## config.mk

```make
export PLATFORM = sky130hd
export DESIGN_NAME = lz_normalizer_flat
export DESIGN_NICKNAME = d
export VERILOG_FILES = /design/src/rtl/fpu_norm_pkg.sv /design/src/rtl/lz_normalizer_if.sv /design/src/rtl/lz_normalizer_count.sv /design/src/rtl/lz_normalizer.sv /design/src/flat_wrapper.sv
export SDC_FILE = /design/constraint.sdc
export NUM_CORES = 1
export LEC_CHECK = 0
export ABC_AREA = 1
export CAP_MARGIN = 25
export CELL_PAD_IN_SITES_DETAIL_PLACEMENT = 0
export CELL_PAD_IN_SITES_GLOBAL_PLACEMENT = 2
export CORE_MARGIN = 8
export CORE_UTILIZATION = 28
export DETAILED_ROUTE_END_ITERATION = 7
export GPL_TIMING_DRIVEN = 0
export PLACE_DENSITY = 0.74
export REMOVE_ABC_BUFFERS = 1
export SLEW_MARGIN = 40
export SYNTH_ARGS = -nofsm -noshare
export SYNTH_HDL_FRONTEND = slang
export SYNTH_HIERARCHICAL = 1
export SYNTH_SLANG_ARGS = --single-unit
```

## constraint.sdc

```tcl
create_clock -name clk -period 1.23 [get_ports clk]
set_input_delay 0.3075 -clock clk [delete_from_list [all_inputs] [get_ports clk]]
set_output_delay 0.3075 -clock clk [all_outputs]
set_load 0.05 [all_outputs]
```

## src/rtl/fpu_norm_pkg.sv

```systemverilog
// Shared types and width helpers for the FPU normaliser path.
package fpu_norm_pkg;

    typedef enum logic {
        LZ_ZEROS = 1'b0,
        LZ_ONES  = 1'b1
    } lz_mode_e;

    function automatic int count_width(input int w);
        return $clog2(w) + 1;
    endfunction

endpackage

```

## src/rtl/lz_normalizer_if.sv

```systemverilog
// Upstream/downstream valid-ready bundle for lz_normalizer.
interface lz_normalizer_if #(
    parameter int WIDTH = 32
);
    localparam int CW = fpu_norm_pkg::count_width(WIDTH);

    logic             in_valid;
    logic             in_ready;
    logic [WIDTH-1:0] in_data;
    logic             in_ones;
    logic             out_valid;
    logic             out_ready;
    logic [WIDTH-1:0] out_data;
    logic [CW-1:0]    out_count;
    logic             out_all;

    modport slave (
        input  in_valid, in_data, in_ones, out_ready,
        output in_ready, out_valid, out_data, out_count, out_all
    );

    modport master (
        output in_valid, in_data, in_ones, out_ready,
        input  in_ready, out_valid, out_data, out_count, out_all
    );

endinterface

```

## src/rtl/lz_normalizer_count.sv

```systemverilog
// Combinational leading-digit counter: binary tree of (any-set, count) pairs.
module lz_count
    import fpu_norm_pkg::*;
#(
    parameter int  WIDTH = 32,
    localparam int CW    = count_width(WIDTH)
) (
    input  logic [WIDTH-1:0] i_data,
    input  lz_mode_e         i_mode,
    output logic [CW-1:0]    o_count
);

    localparam int L = $clog2(WIDTH);
    localparam int P = 1 << L;

    logic [WIDTH-1:0] w_norm;
    logic [P-1:0]     w_pad;

    assign w_norm = (i_mode == LZ_ONES) ? ~i_data : i_data;

    // Padding with ones stops the count at WIDTH for non-power-of-two widths.
    if (P > WIDTH) begin : g_pad
        assign w_pad = {w_norm, {(P-WIDTH){1'b1}}};
    end else begin : g_nopad
        assign w_pad = w_norm;
    end

    for (genvar j = 1; j <= L; j++) begin : g_lvl
        logic [(P>>j)-1:0]   v;
        logic [j*(P>>j)-1:0] c;
        for (genvar n = 0; n < (P>>j); n++) begin : g_node
            if (j == 1) begin : g_leaf
                assign v[n] = w_pad[2*n+1] | w_pad[2*n];
                assign c[n] = ~w_pad[2*n+1];
            end else begin : g_join
                assign v[n] = g_lvl[j-1].v[2*n+1] | g_lvl[j-1].v[2*n];
                assign c[j*n +: j] = g_lvl[j-1].v[2*n+1]
                    ? {1'b0, g_lvl[j-1].c[(j-1)*(2*n+1) +: (j-1)]}
                    : {1'b1, g_lvl[j-1].c[(j-1)*(2*n)   +: (j-1)]};
            end
        end
    end

    assign o_count = g_lvl[L].v[0] ? {1'b0, g_lvl[L].c} : CW'(WIDTH);

endmodule

```

## src/rtl/lz_normalizer.sv

```systemverilog
// Two-stage leading-digit count (S1) and normalising shift (S2) with valid/ready flow control.
module lz_normalizer
    import fpu_norm_pkg::*;
#(
    parameter int WIDTH = 32
) (
    input  logic            clk,
    input  logic            rst_n,
    lz_normalizer_if.slave  bus
);

    localparam int CW = count_width(WIDTH);
    localparam logic [WIDTH-1:0] ONES = '1;

    logic             r_s1_valid;
    logic [WIDTH-1:0] r_s1_data;
    lz_mode_e         r_s1_mode;
    logic [CW-1:0]    r_s1_count;

    logic             r_s2_valid;
    logic [WIDTH-1:0] r_s2_data;
    logic [CW-1:0]    r_s2_count;
    logic             r_s2_all;

    logic             w_s1_load;
    logic             w_s2_load;
    lz_mode_e         w_in_mode;
    logic [CW-1:0]    w_count;
    logic [WIDTH-1:0] w_fill;
    logic [WIDTH-1:0] w_shift;

    assign w_s2_load   = ~r_s2_valid | bus.out_ready;
    assign w_s1_load   = ~r_s1_valid | w_s2_load;
    assign bus.in_ready = w_s1_load;
    assign w_in_mode   = lz_mode_e'(bus.in_ones);

    lz_count #(.WIDTH(WIDTH)) u_count (
        .i_data  (bus.in_data),
        .i_mode  (w_in_mode),
        .o_count (w_count)
    );

    always_ff @(posedge clk or negedge rst_n) begin
        if (!rst_n) begin
            r_s1_valid <= 1'b0;
            r_s1_data  <= '0;
            r_s1_mode  <= LZ_ZEROS;
            r_s1_count <= '0;
        end else if (w_s1_load) begin
            r_s1_valid <= bus.in_valid;
            if (bus.in_valid) begin
                r_s1_data  <= bus.in_data;
                r_s1_mode  <= w_in_mode;
                r_s1_count <= w_count;
            end
        end
    end

    // Barrel shifter; shifts of WIDTH or more leave only fill bits.
    assign w_fill = {WIDTH{r_s1_mode == LZ_ONES}};

    always_comb begin
        w_shift = r_s1_data;
        for (int k = 0; k < CW; k++) begin
            if (r_s1_count[k]) begin
                w_shift = (w_shift << (1 << k)) | (w_fill & ~(ONES << (1 << k)));
            end
        end
    end

    always_ff @(posedge clk or negedge rst_n) begin
        if (!rst_n) begin
            r_s2_valid <= 1'b0;
            r_s2_data  <= '0;
            r_s2_count <= '0;
            r_s2_all   <= 1'b0;
        end else if (w_s2_load) begin
            r_s2_valid <= r_s1_valid;
            if (r_s1_valid) begin
                r_s2_data  <= w_shift;
                r_s2_count <= r_s1_count;
                r_s2_all   <= (r_s1_count == CW'(WIDTH));
            end
        end
    end

    assign bus.out_valid = r_s2_valid;
    assign bus.out_data  = r_s2_data;
    assign bus.out_count = r_s2_count;
    assign bus.out_all   = r_s2_all;

endmodule

```

## src/flat_wrapper.sv

```systemverilog
// flat-port wrapper written by rule: the top's interface ports become plain ports
module lz_normalizer_flat import fpu_norm_pkg::*;
#(
    parameter int WIDTH = 32
)
  (clk, rst_n, bus_in_valid, bus_in_data, bus_in_ones, bus_out_ready, bus_in_ready, bus_out_valid, bus_out_data, bus_out_count, bus_out_all);
  lz_normalizer_if #(.WIDTH(WIDTH)) bus_i ();
  input  logic clk;
  input  logic rst_n;
  input wire logic [$bits(bus_i.in_valid)-1:0] bus_in_valid;
  input wire logic [$bits(bus_i.in_data)-1:0] bus_in_data;
  input wire logic [$bits(bus_i.in_ones)-1:0] bus_in_ones;
  input wire logic [$bits(bus_i.out_ready)-1:0] bus_out_ready;
  output wire logic [$bits(bus_i.in_ready)-1:0] bus_in_ready;
  output wire logic [$bits(bus_i.out_valid)-1:0] bus_out_valid;
  output wire logic [$bits(bus_i.out_data)-1:0] bus_out_data;
  output wire logic [$bits(bus_i.out_count)-1:0] bus_out_count;
  output wire logic [$bits(bus_i.out_all)-1:0] bus_out_all;
  assign bus_i.in_valid = bus_in_valid;
  assign bus_i.in_data = bus_in_data;
  assign bus_i.in_ones = bus_in_ones;
  assign bus_i.out_ready = bus_out_ready;
  assign bus_in_ready = bus_i.in_ready;
  assign bus_out_valid = bus_i.out_valid;
  assign bus_out_data = bus_i.out_data;
  assign bus_out_count = bus_i.out_count;
  assign bus_out_all = bus_i.out_all;
  lz_normalizer #(.WIDTH(WIDTH)) u_core (.clk(clk), .rst_n(rst_n), .bus(bus_i));
endmodule
```

# == After elaboration in Yosys (flattened, before gate mapping) ==
# Index checks and enable logic that the tools add are counted.
# classes
n_mux,23
reduce_logical,2
n_bitwise,57
n_eq_ne,1
# op_table
operator,count
$mux 32,7
$or 1x1->1,33
$not 32->32,1
$or 32x1->32,1
$or 32x16->32,1
$or 32x2->32,1
$or 32x4->32,1
$or 32x8->32,1
$not 1->1,18
$mux 2,8
$mux 3,4
$mux 4,2
$eq 6x6->1 const B,1
$mux 6,1
$mux 5,1
$reduce_and 2->1,2
# totals
regBits,80
output_inout_bits,41
word_cells,91

# == Longest topological paths before layout ==
# logic_depth
depth_word,11
depth_mapped,15
depth_no_buf,13

# == By module ==
# Netlist, hierarchy kept.
# by_module_without_submodules
mod,area_per_inst_um2,n_inst,seq_area_each_um2,cells_per_inst
lz_normalizer,4734.5,1,2001.9,636
lz_count,927.1,1,0.0,194

# == Least setup slack after synthesis ==
# OpenSTA, ideal clock, no wires.
# synth_timing
path_type,reg2reg
startpoint,"register u_core.r_s2_valid, in the netlist u_core/bus.out_valid"
endpoint,register u_core.r_s1_data[10]
t_required_ns,1.105
stages_incl_launch_ff,6
arrival_time_ns,2.109
path_buffers,2
slack_ns,-1.004
path_cell_list,dfrtp_1 nand3_1 nand2_1 buf_2 buf_4 mux2_2
# synth_via
elab_chain_len,4
# synth_lines
item,line,rtl
start: declaration,lz_normalizer.sv:20,logic r_s2_valid;
start signal: assignment,lz_normalizer.sv:78,r_s2_valid <= r_s1_valid;
$not 1->1,lz_normalizer.sv:32,assign w_s2_load = ~r_s2_valid | bus.out_ready;
$or 1x1->1,lz_normalizer.sv:32,
$or 1x1->1,lz_normalizer.sv:33,assign w_s1_load = ~r_s1_valid | w_s2_load;
named net bus_in_ready,flat_wrapper.sv:14,output wire logic [$bits(bus_i.in_ready)-1:0] bus_in_ready;
$reduce_and 2->1 (no source line),-,
end signal: assignment,lz_normalizer.sv:52,r_s1_data <= bus.in_data;
end: declaration,lz_normalizer.sv:16,logic [WIDTH-1:0] r_s1_data;
# The timed path passes the listed nets, and every way through them passes these cells.
# A chain may end at the register's enable or synchronous reset.

# == Worst setup path in the final report ==
# layout_timing
startpoint,register u_core.r_s1_count[0]
endpoint,"register u_core.r_s2_data[14], in the netlist u_core/bus.out_data[14]"
# layout_via
elab_chain_len,9
# layout_lines
item,line,rtl
start: declaration,lz_normalizer.sv:18,logic [CW-1:0] r_s1_count;
start signal: assignment,lz_normalizer.sv:54,r_s1_count <= w_count;
$mux 32 (*),lz_normalizer.sv:65,if (r_s1_count[k]) begin
$or 32x2->32,lz_normalizer.sv:66,w_shift = (w_shift << (1 << k)) | (w_fill & ~(ONES << (1 << k)));
$mux 32 (*),lz_normalizer.sv:65,
$or 32x4->32,lz_normalizer.sv:66,
$mux 32 (*),lz_normalizer.sv:65,
$or 32x8->32,lz_normalizer.sv:66,
$mux 32 (*) (3 in a row),lz_normalizer.sv:65,
end signal: assignment,lz_normalizer.sv:80,r_s2_data <= w_shift;
end: declaration,lz_normalizer.sv:21,logic [WIDTH-1:0] r_s2_data;
# Mark *: on every way between the ends. The rest lies on a longest branch, timed or not.

==> impl_metrics.yaml <==
status:
  status: "finished, violations left"
  violations: "setup timing"
synthesis:
  yosys_warnings: 6
  seq_area_frac_synth: 0.354
  synth_cell_type_count: 32
  syn_inst: 830
  post_synth.cell_area_avg_sq_um: 6.82
  ys_seq_elements: 80
  syn_area_sq_um: 5660
pwr:
  leakage_nw: 4.60
  seq_power_share: 0.252
  clockPowerShare: 0.167
  combPwrFrac: 0.580
  p_per_area_nw_per_um2: 1710
  power.switching_w: 0.00764
  power.internal_w: 0.00861
  p_sw_frac: 0.470
  ir_drop_uv: 670
critical_path:
  endpoint: "u_core/bus.out_data[14]"
  r2r-end: "u_core/bus.out_data[14]"
  rr_startpoint: "u_core/r_s1_count[0]"
  r2r_slack_ps: -430
  critPathSlowestCell: "dfrtp_4"
  required_ps: 1460
  cpPeakStageDelay_ps: 540
  critPathCaptureType: "register"
  cp_data_arrival_time_ps: 1890
  path_cells: "buf_12 > buf_16 > nand2_4 > nand3_4 > nand3_4 > buf_4 > nand3_2 > a21oi_2 > o21ai_1"
  start_kind: "register"
  cp_common_cell: "nand3_4"
  reg2regPathDepth: 9
  path_class: "reg -> reg"
  crit_start: "u_core/r_s1_count[0]"
  critPathMaxFanout: 6
cells_and_area:
  seq_area_sq_um: 2020
  layout_common_cells: "200 x nand2_1, 113 x nand3_2, 74 x nand3_1, 74 x nand2_2, 74 x dfrtp_1"
  drive_above_1_share: 0.491
  syn2layout_area_growth_pct: 67.5
  fillerInstances: 2067
  multi_input_area_sq_um: 4520
  antenna_cells: 0
  final_nets: 1010
  final_common_cell: "nand2_1"
clock_tree:
  cts.sinks: 80
  cts.htree.levels: 3
  cts_tree: "yes"
  cts_made_buffers: 9
  cts.path.max_buffers: 2
  cts-root-buf: "clkbuf_16"
  clkLatencyLatePin_ps: 350
  clk_pin_slew_ps: 60
floorplan:
  die_y_microns: 158
  die_w_microns: 158
  initial_core_util: 0.283
  rows: 52
  die_area_sq_um: 25000
  core_sq_um: 20000
  io_pins: 78
hold_path:
  hold_path.class: "in -> reg"
  hp-start: "bus_in_data[14]"
  worstHoldPathCells: 2
grt:
  grt_pass1_wl_microns: 35100
  grt.overflow.total: 0
  track_usage: 0.182
  first_global_vias: 6145
  grt_max_degree: 42
  antenna_found_initial: 0
sta:
  worst_clock_skew_ps: 8.07
  drv_slew: 0
  period_share: 1.35
  tns_ps: -18680
  tightest_slew_ps: 484
  clock.fmax_ghz: 0.601
  timing.final.hold_violations: 0
  finalCriticalPeriod_ps: 1660
  setup_viol: 74
  relSlewSlack: 0.676
  timing.final.ws_setup_ps: -434
  rsz0062_at_grt: "true"
placed_design:
  hpwl_microns: 13400
  dp_slack_ps: -1330
  place_congestion: 0.774
  port_buffers: 77
run:
  drv_cap: 0
detailed_routing:
  drt_wl_total_microns: 22800
  antenna_left: 0
  wl_per_cell_microns: 18.3
  dr.pass1.iters: 5
  vias_per_cell: 4.91
  route.vias.total: 6130
  drt_first_iter_violations: 221
  drc: 0
[routing by layer]
layer	track usage	routed length, microns
met3	0.0278	800
met1	0.231	10200
met2	0.309	11300
met4	0.0611	563
met5	0	0
[critical path: cells and delay by family (launching register included)]
kind                   cells  cell delay, ps
AND/OR/NAND/NOR            4             340
AO/OA/AOI/OAI              2             250
flip-flops                 1             540
buffers and inverters      3             400
[cell usage after synthesis, drive strengths merged]
| master | number | area share |
|---|---|---|
| mux2 | 32 | 0.064 |
| xor2 | 3 | 0.0046 |
| o21ai | 25 | 0.022 |
| a21oi | 24 | 0.023 |
| nand4 | 2 | 0.0022 |
| dfrtp | 80 | 0.35 |
| or2 | 14 | 0.015 |
| xnor2 | 2 | 0.0031 |
| and2 | 1 | 0.0015 |
| nor2 | 47 | 0.040 |
| o211a | 1 | 0.0018 |
| nand2 | 290 | 0.20 |
| clkbuf | 6 | 0.0040 |
| o211ai | 1 | 0.0013 |
| inv | 63 | 0.043 |
| nand3b | 1 | 0.0013 |
| a21boi | 1 | 0.0013 |
| nand3 | 200 | 0.18 |
| buf | 35 | 0.042 |
| nor3 | 1 | 0.00088 |
| clkinv | 1 | 0.00066 |
[state kept, by name (all words and copies together) (netlist names)]
signal                cells
u_core/bus.out_all        1
u_core/r_s1_count         6
u_core/bus.out_valid      1
u_core/r_s1_mode          1
u_core/bus.out_count      6
u_core/r_s1_valid         1
u_core/r_s1_data         32
u_core/bus.out_data      32
[kinds of logic after synthesis]
logic type	Yosys count	share of synthesized area
AOI/OAI and AO/OA	52	0.0491
and+or+nand+nor	556	0.436
muxes	32	0.0636
xor gates and xnor gates	5	0.00774
buffers and inverters	105	0.0902
DFF	80	0.354
[final cells by class]
| type | count | share of cell area |
|---|---|---|
| multi-input combinational | 649 | 0.476 |
| sequential | 80 | 0.213 |
| timing repair buffer | 162 | 0.200 |
| tap | 270 | 0.0356 |
| inverter | 64 | 0.0326 |
| clock buffer | 9 | 0.0238 |
| timing repair inverter | 7 | 0.0111 |
| clock inverter | 7 | 0.00765 |
[worst min-delay path by stage]
stage	end	slack [ps]
after floorplan	u_core/bus.out_all	10
after global placement	u_core/bus.out_data[2]	470
after detailed placement	u_core/r_s1_data[29]	250
after CTS	u_core/r_s1_data[23]	360
after global routing	u_core/r_s1_data[14]	300
final	u_core/r_s1_data[14]	290
[stage by stage]
step,total power [W],cells,utilization,hold slack [ps],instance area [sq um]
after floorplan,0.00830,789,-,11.9,5400
after global placement,0.0106,1136,0.325,467,6510
after detailed placement,0.0107,1139,0.329,246,6590
after CTS,0.0152,1227,0.435,361,8710
after global routing,0.0171,1248,0.473,302,9480
final,0.0162,1248,0.473,292,9480
[power groups by stage]
stage / sequential, W / clock (W) / combinational [W]
floorplan: 0.00565 / 0 / 0.00266
global placement: 0.00403 / 0 / 0.00661
detailed placement: 0.00404 / 0 / 0.00663
CTS: 0.00403 / 0.00279 / 0.00843
global route: 0.00420 / 0.00288 / 0.0100
finish: 0.00410 / 0.00271 / 0.00943
[repair_timing]
item,4_1_cts,5_1_grt
pin swaps,71,39
gates cloned,18,4
setup buffers,53,20
gates resized for setup,565,159
setup endpoints to repair,119,108
hold buffers,1,0
endpoints found under the hold margin,39,0
(Power assumes the default switching activity.)
